File: src/rtl/div_issue_arbiter.sv
// Two-port round-robin front end for the shared Goldschmidt divider.
// Owns the Start/Ready handshake, local divide-by-zero and cancel/drain.
module div_issue_arbiter #(
  parameter int TAG_W       = 4,
  parameter bit ZERO_BYPASS = 1'b1
) (
  input  logic               clk,
  input  logic               rst,
  input  logic [1:0]         req_valid,
  output logic [1:0]         req_ready,
  input  logic [1:0]         req_signed,
  input  logic [63:0]        req_a,
  input  logic [63:0]        req_b,
  input  logic [2*TAG_W-1:0] req_tag,
  input  logic               cancel,
  output logic               resp_valid,
  input  logic               resp_ready,
  output logic               resp_id,
  output logic [TAG_W-1:0]   resp_tag,
  output logic [31:0]        resp_hi,
  output logic [31:0]        resp_lo,
  output logic               resp_dbz,
  output logic               busy,
  output logic               div_start,
  output logic               div_signed,
  output logic [31:0]        div_a,
  output logic [31:0]        div_b,
  input  logic [63:0]        div_result,
  input  logic               div_ready
);

  localparam logic [1:0] S_IDLE  = 2'd0;
  localparam logic [1:0] S_BUSY  = 2'd1;
  localparam logic [1:0] S_DRAIN = 2'd2;
  localparam logic [1:0] S_RESP  = 2'd3;

  logic [1:0]       r_state;
  logic             r_rr;
  logic [1:0]       r_rdy;
  logic             r_first;
  logic             r_id;
  logic [TAG_W-1:0] r_tag;
  logic [31:0]      r_hi;
  logic [31:0]      r_lo;
  logic             r_dbz;
  logic             r_rv;
  logic             r_start;
  logic             r_sgn;
  logic [31:0]      r_a;
  logic [31:0]      r_b;

  logic [1:0]       w_nxt;
  logic             w_rr_nxt;
  logic             w_gnt;
  logic             w_acc;
  logic             w_id;
  logic             w_sgn;
  logic [31:0]      w_a;
  logic [31:0]      w_b;
  logic [TAG_W-1:0] w_tag;
  logic             w_zero;
  logic             w_done;

  // The grant is held in r_rdy, so ready never depends on this cycle's valid.
  assign req_ready = r_rdy & {2{~cancel}};
  assign w_acc     = (r_state == S_IDLE) & (|(req_valid & req_ready));
  assign w_id      = r_rdy[1];
  assign w_sgn     = w_id ? req_signed[1] : req_signed[0];
  assign w_a       = w_id ? req_a[63:32] : req_a[31:0];
  assign w_b       = w_id ? req_b[63:32] : req_b[31:0];
  assign w_tag     = w_id ? req_tag[2*TAG_W-1:TAG_W]
                          : req_tag[TAG_W-1:0];
  assign w_zero    = ZERO_BYPASS && (w_b == 32'd0);
  assign w_done    = ~r_first & div_ready;

  assign resp_valid = r_rv;
  assign resp_id    = r_id;
  assign resp_tag   = r_tag;
  assign resp_hi    = r_hi;
  assign resp_lo    = r_lo;
  assign resp_dbz   = r_dbz;
  assign busy       = (r_state != S_IDLE);
  assign div_start  = r_start;
  assign div_signed = r_sgn;
  assign div_a      = r_a;
  assign div_b      = r_b;

  always_comb begin
    w_nxt    = r_state;
    w_rr_nxt = r_rr;
    unique case (r_state)
      S_IDLE: begin
        if (w_acc) begin
          w_nxt    = w_zero ? S_RESP : S_BUSY;
          w_rr_nxt = ~w_id;
        end
      end
      S_BUSY: begin
        if (w_done)
          w_nxt = cancel ? S_IDLE : S_RESP;
        else if (cancel)
          w_nxt = S_DRAIN;
      end
      S_DRAIN: begin
        if (div_ready)
          w_nxt = S_IDLE;
      end
      S_RESP: begin
        if (cancel || resp_ready)
          w_nxt = S_IDLE;
      end
      default: w_nxt = S_IDLE;
    endcase
  end

  always_comb begin
    w_gnt = w_rr_nxt;
    unique case (1'b1)
      (req_valid == 2'b10): w_gnt = 1'b1;
      (req_valid == 2'b01): w_gnt = 1'b0;
      default: ;
    endcase
  end

  always_ff @(posedge clk or negedge rst) begin
    if (!rst) begin
      r_state <= S_IDLE;
      r_rr    <= 1'b0;
      r_rdy   <= 2'b00;
      r_first <= 1'b0;
      r_id    <= 1'b0;
      r_tag   <= '0;
      r_hi    <= 32'd0;
      r_lo    <= 32'd0;
      r_dbz   <= 1'b0;
      r_rv    <= 1'b0;
      r_start <= 1'b0;
      r_sgn   <= 1'b0;
      r_a     <= 32'd0;
      r_b     <= 32'd0;
    end else begin
      r_state <= w_nxt;
      r_rr    <= w_rr_nxt;
      r_rdy   <= (w_nxt == S_IDLE) ? (w_gnt ? 2'b10 : 2'b01)
                                   : 2'b00;
      r_first <= 1'b0;
      unique case (r_state)
        S_IDLE: begin
          if (w_acc) begin
            r_id  <= w_id;
            r_tag <= w_tag;
            r_sgn <= w_sgn;
            r_a   <= w_a;
            r_b   <= w_b;
            if (w_zero) begin
              r_lo  <= 32'hFFFF_FFFF;
              r_hi  <= w_a;
              r_dbz <= 1'b1;
              r_rv  <= 1'b1;
            end else begin
              r_start <= 1'b1;
              r_first <= 1'b1;
            end
          end
        end
        S_BUSY: begin
          // Ready in the first busy cycle may be left over from the last op.
          if (w_done) begin
            r_start <= 1'b0;
            if (!cancel) begin
              r_hi  <= div_result[63:32];
              r_lo  <= div_result[31:0];
              r_dbz <= 1'b0;
              r_rv  <= 1'b1;
            end
          end
        end
        S_DRAIN: begin
          if (div_ready)
            r_start <= 1'b0;
        end
        S_RESP: begin
          if (cancel || resp_ready)
            r_rv <= 1'b0;
        end
        default: ;
      endcase
    end
  end

endmodule

File: config.mk
export PLATFORM = sky130hd
export DESIGN_NAME = div_issue_arbiter
export DESIGN_NICKNAME = d
export VERILOG_FILES = /design/src/rtl/div_issue_arbiter.sv
export SDC_FILE = /design/constraint.sdc
export NUM_CORES = 1
export LEC_CHECK = 0
export ABC_AREA = 1
export BUFFER_PORTS_ARGS = -buffer_cell sky130_fd_sc_hd__buf_2
export CORE_ASPECT_RATIO = 0.5
export CORE_UTILIZATION = 47
export DETAILED_ROUTE_END_ITERATION = 10
export GPL_ROUTABILITY_DRIVEN = 0
export GPL_TIMING_DRIVEN = 0
export PLACE_DENSITY = 0.84
export SLEW_MARGIN = 10
export SYNTH_ARGS = -nofsm -noshare
export SYNTH_HDL_FRONTEND = slang
export SYNTH_SLANG_ARGS = --single-unit
File: constraint.sdc
create_clock -name clk -period 2.45 [get_ports clk]
set_clock_uncertainty 0.05 [all_clocks]
set_input_delay 0.6125 -clock clk [delete_from_list [all_inputs] [get_ports clk]]
set_output_delay 0.6125 -clock clk [all_outputs]
set_load 0.01 [all_outputs]
==> results.tsv <==
metric	value	unit
die_w	178	µm
clock_latency	0.41	ns
cts_root_buf	clkbuf_16	
power_density	1420	nW/µm²
status	finished, final reports clean	
combPwrFrac	51.9	%
synth_area_per_cell	7.61	µm²
ys_types	24	
vias	8203	
intPower	7.74	mW
dp_hpwl	19.2	mm
clkPwrFrac	18.4	%
p_leak	5.57	nW
relSlewSlack	51.6	%
cts_buffers	17	
finalHoldViolations	0	
multi_input_area	3130	µm²
finalSetupViolCount	0	
crit_arrival	2.58	ns
r2r_end	div_a[19]$_DFFE_PN0P_	
setup_slack	0.138	ns
grt_pass1_wl	38.8	mm
area_delta_synth_final	36.6	%
rows	31	
min_path_type	in2async	
fin_nets	1544	
worst_pin_slew	0.725	ns
ant_nets	0	
path_clk_slew	0.07	ns
antenna_found_initial	1	
peakVddDrop	732	µV
synth_top_area_cell	dfrtp_1	
p_sw	6.42	mW
htreeDepth	4	
seqPwrFrac	29.8	%
core	14800	µm²
wl_per_cell	16.3	µm
fillers	1306	
ys_seq_elements	143	
die_h	90.2	µm
grt_overflow	0	
io_buffers	348	
yosys_warnings	0	
syn_inst	961	
regArea	3580	µm²
synth_area_leaders	dfrtp_1 49%, nand2_1 18%, a31oi_1 5.9%	
grt_pass1_vias	7878	
start_util	49.4	%
die-area	16100	µm²
reg2reg_depth	12	
min_period	2.31	ns
critPathKind	reg2reg	
startpoint_type	register	
cts_tree	built	
slew_violations	0	
p_total	14.2	mW
grt_usage	31.3	%
drtPass1Iterations	8	
n_antenna_cell	0	
timing.fmax	0.432	GHz
drv_cap	0	
drive_gt1_share	34.9	%
ios	349	
drt_iter0_drc	552	
pre_cts_ws	-0.0913	ns
cp_max_fo	10	
via_per_inst	5.32	
grt_max_degree	76	
critPathRequiredTime	2.72	ns
endpoint_kind	register	
syn_nets	1175	
ctsHoldBuffers	0	
clock_sinks	143	
ys_seq_area_share	48.9	%
rrSetupSlack	0.14	ns
cts.path.max_buffers	2	
r2r-start	r_rdy[1]$_DFF_PN0_	
swShare	45.3	%
fin_crit_sh	94.4	%
synth.top_cell.area_share	48.9	%
drc	0	
postRouteWirelength	25.2	mm
synth_area	7310	µm²
power by group through the flow:
stage          combinational, mW  clock [mW]  sequential [mW]
2_1_floorplan               3.86           0             4.71
3_3_place_gp                6.98           0             4.19
3_5_place_dp                7.20           0             4.22
4_1_cts                     7.25        2.63             4.19
5_1_grt                     8.08        2.74             4.33
6_report                    7.35        2.60             4.22
registers in the layout, summed over array words and instances, names as in the netlist:
register and flops:
r_rdy 2, r_rr 1, resp_valid 1, div_a 32
resp_id 1, div_start 1, div_signed 1, r_first 1
resp_hi 32, resp_lo 32, r_state 2, resp_tag 4
resp_dbz 1, div_b 32
cells in the final DEF (no fill, tap or decap), types with 2 or more instances in the layout:
cell / n
nand4_1: 66
clkbuf_2: 8
nor2_1: 89
a31oi_1: 69
ha_1: 5
clkinv_4: 3
nand3_1: 4
clkbuf_16: 17
inv_6: 4
clkbuf_1: 25
o21ai_0: 38
nor2_2: 2
buf_6: 9
bufinv_16: 2
buf_2: 365
inv_1: 70
clkinvlp_4: 3
or2_2: 34
o21ai_1: 8
clkbuf_4: 2
a21oi_1: 2
dfrtp_1: 143
buf_4: 8
nand2_2: 2
nand2_1: 352
per-stage QoR:
stage	instance area (µm²)	TNS (ns)	hold WS [ns]	utilization [%]	instances
4_1_cts	9930	0	0.204	67.0	1540
3_3_place_gp	9300	-183.63	0.400	62.8	1507
3_5_place_dp	9340	-0.901	0.404	63.0	1508
5_1_grt	9990	-0.180	0.234	67.4	1541
2_1_floorplan	7310	0	0.267	-	961
6_report	9990	0	0.179	67.4	1541
synthesized netlist by cell type (all sizes together):
cell type  number
a21oi           2
a31oi          69
nor2           92
inv            72
o22ai           1
nand3           5
nand2         355
or2            34
o211ai          1
nand4          66
buf            38
ha              5
clkbuf         30
o2111ai         1
dfrtp         143
o21ai          47
cell type report:
type,instances,area share [%]
clock inverter,13,1.55
timing repair buffer,350,17.8
sequential,143,35.8
clock buffer,19,4.33
multi-input combinational,678,31.3
inverter,72,2.73
tap,198,2.48
buffer,68,3.93
worst max-delay path, cell delays in order (launching register included):
cell,delay [ns]
dfrtp_1,0.34
buf_6,0.14
inv_4,0.07
buf_8,0.15
nor2_1,0.13
nand2_1,0.07
nand2_1,0.10
nand2_1,0.19
inv_1,0.16
buf_2,0.26
buf_2,0.31
nor2_1,0.09
a31oi_1,0.18
how the worst max path moves through the flow:
stage / slack [ns] / end / depth (start not counted) / from
2_1_floorplan: 0.42 / resp_lo[10]$_DFFE_PN0P_ / 9 / r_state[1]$_DFF_PN0_
3_3_place_gp: -1.30 / div_b[10]$_DFFE_PN0P_ / 1 / rst
3_5_place_dp: -0.09 / resp_hi[3]$_DFFE_PN0P_ / 9 / r_state[1]$_DFF_PN0_
4_1_cts: 0.005 / resp_hi[15]$_DFFE_PN0P_ / 9 / r_state[1]$_DFF_PN0_
5_1_grt: -0.02 / resp_lo[10]$_DFFE_PN0P_ / 16 / r_rdy[1]$_DFF_PN0_
6_report: 0.14 / div_a[19]$_DFFE_PN0P_ / 12 / r_rdy[1]$_DFF_PN0_
cell families after synthesis:
logic type	after synthesis	synth area share, %
adders and majority gates	5	0.855
AOI/OAI and AO/OA	121	9.56
DFF	143	48.9
buffers and inverters	140	8.72
and+or+nand+nor	552	31.9
metal layers:
| metal | vias to the layer above | routed length (µm) | track usage, % | share of wire (%) |
|---|---|---|---|---|
| met5 | - | 8 | 0 | 0.032 |
| met4 | 2 | 811 | 12.9 | 3.2 |
| met3 | 71 | 1850 | 6.64 | 7.3 |
| met2 | 384 | 12400 | 54.6 | 49 |
| met1 | 3890 | 10100 | 37.3 | 40 |
| li1 | 3856 | - | - | - |
repair_timing:
| item | CTS | global route |
|---|---|---|
| resized for setup | 6 | 25 |
| setup buffers | 0 | 1 |
| pin swaps | 0 | 1 |
| setup endpoints to repair | 24 | 85 |
Note: power is estimated with default switching activity, not from simulation.
